File: src/rtl/rst_seq_pkg.sv
// Shared types and constants for the staggered multi-domain reset sequencer.
package rst_seq_pkg;

  typedef enum logic [1:0] {
    HOLD    = 2'd0,
    RELEASE = 2'd1,
    RUN     = 2'd2,
    ASSERT  = 2'd3
  } state_e;

  localparam int CAUSE_POR  = 0;
  localparam int CAUSE_NDM  = 1;
  localparam int CAUSE_SW   = 2;
  localparam int CAUSE_WDOG = 3;

  typedef logic [3:0] rst_cause_t;

  localparam rst_cause_t CausePor  = rst_cause_t'(1 << CAUSE_POR);
  localparam rst_cause_t CauseNdm  = rst_cause_t'(1 << CAUSE_NDM);
  localparam rst_cause_t CauseSw   = rst_cause_t'(1 << CAUSE_SW);
  localparam rst_cause_t CauseWdog = rst_cause_t'(1 << CAUSE_WDOG);

  function automatic int max3(input int a, input int b, input int c);
    int m;
    m = (a > b) ? a : b;
    return (m > c) ? m : c;
  endfunction

endpackage

File: src/rtl/rst_sync.sv
// Synchroniser with asynchronous preset to ResetVal: a reset-deassert
// synchroniser when ResetVal=1/d_i=0, a plain request synchroniser when ResetVal=0.
module rst_sync #(
  parameter int   Stages   = 2,
  parameter logic ResetVal = 1'b1
) (
  input  logic clk_i,
  input  logic rst_i,
  input  logic d_i,
  output logic q_o
);

  logic [Stages-1:0] sync_q, sync_d;

  always_comb sync_d = {sync_q[Stages-2:0], d_i};

  always_ff @(posedge clk_i or posedge rst_i) begin
    if (rst_i) sync_q <= {Stages{ResetVal}};
    else       sync_q <= sync_d;
  end

  assign q_o = sync_q[Stages-1];

endmodule

File: src/rtl/rst_seq_ctrl.sv
// Staggered release of NumDomains reset domains from POR/ndmreset/sw/wdog sources.
// Optional RST_SEQ_REQ_SYNC_EN: synchronise ndmreset and watchdog requests (3-cycle latency).
module rst_seq_ctrl
  import rst_seq_pkg::*;
#(
  parameter int                    NumDomains = 4,
  parameter int                    SyncStages = 2,
  parameter int                    HoldCycles = 8,
  parameter int                    StageGap   = 16,
  parameter logic [NumDomains-1:0] NdmMask    = '1
) (
  input  logic                  clk_i,
  input  logic                  rst_i,
  input  logic                  ndmreset_req_i,
  input  logic                  sw_rst_req_i,
  input  logic                  wdog_rst_req_i,
  output logic [NumDomains-1:0] rst_no,
  output logic [3:0]            rst_cause_o,
  output logic                  busy_o,
  output logic                  done_o
);

  localparam int CntMax = max3(HoldCycles, StageGap, NumDomains);
  localparam int CntW   = $clog2(CntMax + 1);
  localparam int IdxW   = (NumDomains > 1) ? $clog2(NumDomains) : 1;

  localparam logic [CntW-1:0] HoldLast = CntW'(HoldCycles - 1);
  localparam logic [CntW-1:0] GapLast  = CntW'(StageGap - 1);
  localparam logic [CntW-1:0] CntSat   = CntW'(CntMax);
  localparam logic [IdxW-1:0] IdxLast  = IdxW'(NumDomains - 1);

  logic sys_rst;
  logic ndm_req, wdog_req;

  // rst_i asserts the FSM at once (async preset); release is SyncStages edges late.
  rst_sync #(.Stages(SyncStages), .ResetVal(1'b1)) u_por_sync (
    .clk_i (clk_i),
    .rst_i (rst_i),
    .d_i   (1'b0),
    .q_o   (sys_rst)
  );

`ifdef RST_SEQ_REQ_SYNC_EN
  logic wdog_s, wdog_dly_q, wdog_dly_d, wdog_prev_q, wdog_prev_d;

  rst_sync #(.Stages(2), .ResetVal(1'b0)) u_ndm_sync (
    .clk_i (clk_i),
    .rst_i (rst_i),
    .d_i   (ndmreset_req_i),
    .q_o   (ndm_req)
  );

  // Two-cycle stretch ahead of the synchroniser, then a rising-edge detect.
  rst_sync #(.Stages(2), .ResetVal(1'b0)) u_wdog_sync (
    .clk_i (clk_i),
    .rst_i (rst_i),
    .d_i   (wdog_rst_req_i | wdog_dly_q),
    .q_o   (wdog_s)
  );

  always_comb begin
    wdog_dly_d  = wdog_rst_req_i;
    wdog_prev_d = wdog_s;
  end

  always_ff @(posedge clk_i or posedge rst_i) begin
    if (rst_i) begin
      wdog_dly_q  <= 1'b0;
      wdog_prev_q <= 1'b0;
    end else begin
      wdog_dly_q  <= wdog_dly_d;
      wdog_prev_q <= wdog_prev_d;
    end
  end

  assign wdog_req = wdog_s & ~wdog_prev_q;
`else
  assign ndm_req  = ndmreset_req_i;
  assign wdog_req = wdog_rst_req_i;
`endif

  state_e                  state_q, state_d;
  logic [CntW-1:0]         cnt_q, cnt_d, cnt_inc;
  logic [IdxW-1:0]         idx_q, idx_d, rel_idx;
  logic                    rel_en, do_assert;
  logic [NumDomains-1:0]   rst_n_q, rst_n_d, amask;
  rst_cause_t              cause_q, cause_d;
  logic                    done_q, done_d;

  always_comb begin
    state_d   = state_q;
    cnt_d     = cnt_q;
    idx_d     = idx_q;
    rst_n_d   = rst_n_q;
    cause_d   = cause_q;
    done_d    = 1'b0;
    rel_en    = 1'b0;
    rel_idx   = '0;
    do_assert = 1'b0;
    amask     = '1;
    cnt_inc   = (cnt_q == CntSat) ? cnt_q : cnt_q + CntW'(1);

    // Watchdog always wins and hits every domain; sw only acts from RUN.
    if (wdog_req) begin
      do_assert = 1'b1;
      cause_d   = CauseWdog;
    end else begin
      unique case (state_q)
        RUN: begin
          if (ndm_req) begin
            do_assert = 1'b1;
            amask     = NdmMask;
            cause_d   = CauseNdm;
          end else if (sw_rst_req_i) begin
            do_assert = 1'b1;
            amask     = NdmMask;
            cause_d   = CauseSw;
          end
        end
        ASSERT: begin
          state_d = HOLD;
          cnt_d   = '0;
        end
        HOLD: begin
          if (ndm_req) begin
            cnt_d   = '0;
            rst_n_d = rst_n_q & ~NdmMask;
            cause_d = CauseNdm;
          end else if (cnt_q == HoldLast) begin
            rel_en = 1'b1;
          end else begin
            cnt_d = cnt_inc;
          end
        end
        RELEASE: begin
          if (ndm_req) begin
            state_d = HOLD;
            cnt_d   = '0;
            rst_n_d = rst_n_q & ~NdmMask;
            cause_d = CauseNdm;
          end else if (cnt_q == GapLast) begin
            rel_en  = 1'b1;
            rel_idx = idx_q + IdxW'(1);
          end else begin
            cnt_d = cnt_inc;
          end
        end
        default: state_d = HOLD;
      endcase
    end

    if (do_assert) begin
      state_d = ASSERT;
      cnt_d   = '0;
      rst_n_d = rst_n_q & ~amask;
    end

    if (rel_en) begin
      rst_n_d[rel_idx] = 1'b1;
      if (rel_idx == IdxLast) begin
        state_d = RUN;
        done_d  = 1'b1;
      end else begin
        state_d = RELEASE;
        idx_d   = rel_idx;
        cnt_d   = '0;
      end
    end
  end

  always_ff @(posedge clk_i or posedge sys_rst) begin
    if (sys_rst) begin
      state_q <= HOLD;
      cnt_q   <= '0;
      idx_q   <= '0;
      rst_n_q <= '0;
      cause_q <= CausePor;
      done_q  <= 1'b0;
    end else begin
      state_q <= state_d;
      cnt_q   <= cnt_d;
      idx_q   <= idx_d;
      rst_n_q <= rst_n_d;
      cause_q <= cause_d;
      done_q  <= done_d;
    end
  end

  assign rst_no      = rst_n_q;
  assign rst_cause_o = cause_q;
  assign busy_o      = (state_q != RUN);
  assign done_o      = done_q;

endmodule

File: config.mk
export PLATFORM = sky130hd
export DESIGN_NAME = rst_seq_ctrl
export DESIGN_NICKNAME = d
export VERILOG_FILES = /design/src/rtl/rst_seq_pkg.sv /design/src/rtl/rst_sync.sv /design/src/rtl/rst_seq_ctrl.sv
export SDC_FILE = /design/constraint.sdc
export NUM_CORES = 1
export LEC_CHECK = 0
export BUFFER_PORTS_ARGS = -buffer_cell sky130_fd_sc_hd__buf_2
export CORE_ASPECT_RATIO = 1.4
export CORE_MARGIN = 2
export CORE_UTILIZATION = 55
export CTS_CLUSTER_DIAMETER = 50
export DETAILED_ROUTE_END_ITERATION = 10
export PLACE_DENSITY = 0.85
export SETUP_SLACK_MARGIN = 0.1
export SLEW_MARGIN = 40
export SYNTH_ARGS = -nofsm -noshare
export SYNTH_HDL_FRONTEND = slang
export SYNTH_SLANG_ARGS = --single-unit
File: constraint.sdc
create_clock -name clk_i -period 1 [get_ports clk_i]
set_input_delay 0.3 -clock clk_i [delete_from_list [all_inputs] [get_ports clk_i]]
set_output_delay 0.3 -clock clk_i [all_outputs]
set_load 0.02 [all_outputs]
==> out/metrics.yaml <==
synth_warnings: 0
final_common_cell: "buf_4"
timing.final.crit_share_pct: 202
clock-sinks: 20
skew_ns: 0.0114
p_per_area_nw_per_um2: 1090
vias_per_cell: 7.10
power.switching_uw: 561
rsz0062_at_grt: "true"
cts.clk_slew.worst_paths_ns: 0.14
crit_type: "reg2reg"
tns_ns: -16.62
dp_hpwl_um: 2120
status: "finished with violations"
cts-root-buf: "clkbuf_4"
nets: 183
seqPwrFrac_pct: 43.5
drt_iter0_drc: 156
crit_required_ns: 1.18
power.leakage_nw: 0.849
peakVddDrop_uv: 1160
crit_chain: "ha_2, and3_4, buf_6, ha_4, nand3_4, nor3b_4, buf_4, buf_6, a31oi_1"
p_clk_share_pct: 35.7
rows: 19
synth_edf_count: 0
max_cap_viol_count: 0
vias: 1377
cts_buffer_depth: 2
die_y_um: 56.6
netSwitchingFraction_pct: 28.3
power_mw: 1.98
port-buffer-count: 14
setup_viol: 28
crit_arrival_ns: 2.21
crit_path_top_delay_cell: "dfrtp_1"
grt.overflow.total: 0
yosysSeqAreaShare_pct: 46.5
first_global_vias: 1269
critPathMaxFanout: 4
start_kind: "flop"
async_flop_share_pct: 100
fin_cells: 194
slew_violations: 0
layout_min_cycle_time_ns: 2.02
failed_checks: "negative setup slack"
syn_inst: 113
p_comb_share_pct: 20.8
io_pins: 15
synth-seq-cells: 20
cts_htree_levels: 1
synth_ff_type: "dfrtp_1"
cts_tree: "done"
crit_top_cell: "buf_6"
dieArea_sq_um: 2350
worst_slack_ns: -1.02
synth.avg_cell_area_sq_um: 9.60
mostFrequentLayoutCells: "buf_4 (35), buf_6 (18), dfrtp_1 (16)"
grt_max_degree: 19
min_path_type: "reg2async"
drtPass1Iterations: 4
grt_pass1_wl_um: 6710
cpPeakStageDelay_ns: 0.41
start_util_pct: 57.0
worstSetupEndpointType: "flop"
cts-buffers-inserted: 3
wire_per_inst_um: 28.1
remaining_drc_errors: 0
layout-drive-gt1-share_pct: 54.3
placed_cells: 173
grtUsageTotal_pct: 39.5
syn_nets: 122
gp_congestion: 0.881
antenna_left: 0
die_w_um: 41.5
synth_area_sq_um: 1080
finalWirelength_um: 5450
insertion_delay_ns: 0.33
area_growth_syn_to_layout_pct: 67.4
antenna_found_initial: 0
holdWs_ns: 0.288
hold_viol: 0
core_area_sq_um: 1900
internal-power_mw: 1.42
ys_types: 35
insertedDiodeCount: 0
max_freq_ghz: 0.494
final cells by class:
| cell class | count | area, sq um |
|---|---|---|
| multi-input combinational | 84 | 698 |
| timing repair buffer | 59 | 510 |
| sequential | 20 | 505 |
| fill | 53 | 86.3 |
| clock inverter | 1 | 30.0 |
| tap | 21 | 26.3 |
| clock buffer | 3 | 22.5 |
| inverter | 6 | 22.5 |
repair_timing:
item / 4_1_cts / 5_1_grt
hold endpoints to repair: 2 / 0
pin swaps: 7 / 9
gates resized for setup: 38 / 16
setup endpoints to repair: 28 / 28
hold buffers: 1 / 0
buffers inserted: 8 / 9
path summary, 6_finish.rpt:
kind	slack [ns]	to	cells past startpoint	start
max reg2reg	-1.02	state_q[0]$_DFFE_PP0P_	9	cnt_q[0]$_DFF_PP0_
min reg2reg	0.29	rst_no[1]$_DFF_PP0_	2	u_por_sync.sync_q[1]$_DFF_PP1_
min in group clk_i	0.38	u_por_sync.sync_q[1]$_DFF_PP1_	0	u_por_sync.sync_q[0]$_DFF_PP1_
max in group asynchronous	0.42	u_por_sync.sync_q[0]$_DFF_PP1_	3	rst_i
min	0.29	rst_no[1]$_DFF_PP0_	2	u_por_sync.sync_q[1]$_DFF_PP1_
max	-1.02	state_q[0]$_DFFE_PP0P_	9	cnt_q[0]$_DFF_PP0_
power by group through the flow:
stage,clock (mW),sequential [mW],combinational (mW)
after floorplan,0,0.885,0.152
after global placement,0,0.866,0.275
after detailed placement,0,0.867,0.285
after CTS,0.661,0.855,0.347
after global routing,0.721,0.862,0.426
final,0.708,0.863,0.412
cells in the mapped netlist, drive strengths merged, types with 4 or more instances:
library cell,count,area [sq um]
o21ai,6,33.8
dfrtp,17,425
nand2b,4,25.0
nor2,11,41.3
ha,4,50.1
a31oi,6,37.5
a21o,4,30.0
a21oi,5,25.0
inv,6,22.5
nor3,6,41.3
nand2,14,52.6
stage by stage:
step	util (%)	cell area [sq um]	setup WS, ns
finish	95.5	1820	-1.02
global route	95.5	1820	-1.01
CTS	89.5	1700	-0.806
detailed placement	75.8	1440	-0.842
global placement	75.8	1440	-0.789
floorplan	-	1160	-0.797
registers in the layout, indices dropped and copies added (netlist names):
name,count
cnt_q,5
done_o,1
idx_q,2
rst_cause_o,4
rst_no,4
state_q,2
u_por_sync.sync_q,2
routing by layer:
layer | share of wire [%] | GRT usage (%) | vias up | wire (um)
met2 | 48 | 70.3 | 153 | 2630
met1 | 32 | 44.9 | 645 | 1760
met5 | 0 | 0 | - | 0
met4 | 8.8 | 18.4 | 0 | 478
li1 | - | - | 518 | -
met3 | 11 | 6.75 | 61 | 579
critical path, delay by kind of cell, from the launching register on:
family	cells	cell delay, ns
AND/OR/NAND/NOR	3	0.68
adder cells (fa/ha/maj)	2	0.35
AO/OA/AOI/OAI	1	0.07
flip-flops	1	0.41
buffers and inverters	3	0.38
cells by family (layout without fill, tap and decap cells):
logic type	after synthesis	after routing	synth area share, %
AOI/OAI and AO/OA	25	25	15.2
and+or+nand+nor	53	53	28.5
other	1	1	0.346
muxes	1	1	0.923
buffers and inverters	9	69	3.92
adders and majority gates	4	4	4.61
DFF	20	20	46.5
Power figures use the tool's default switching activity.
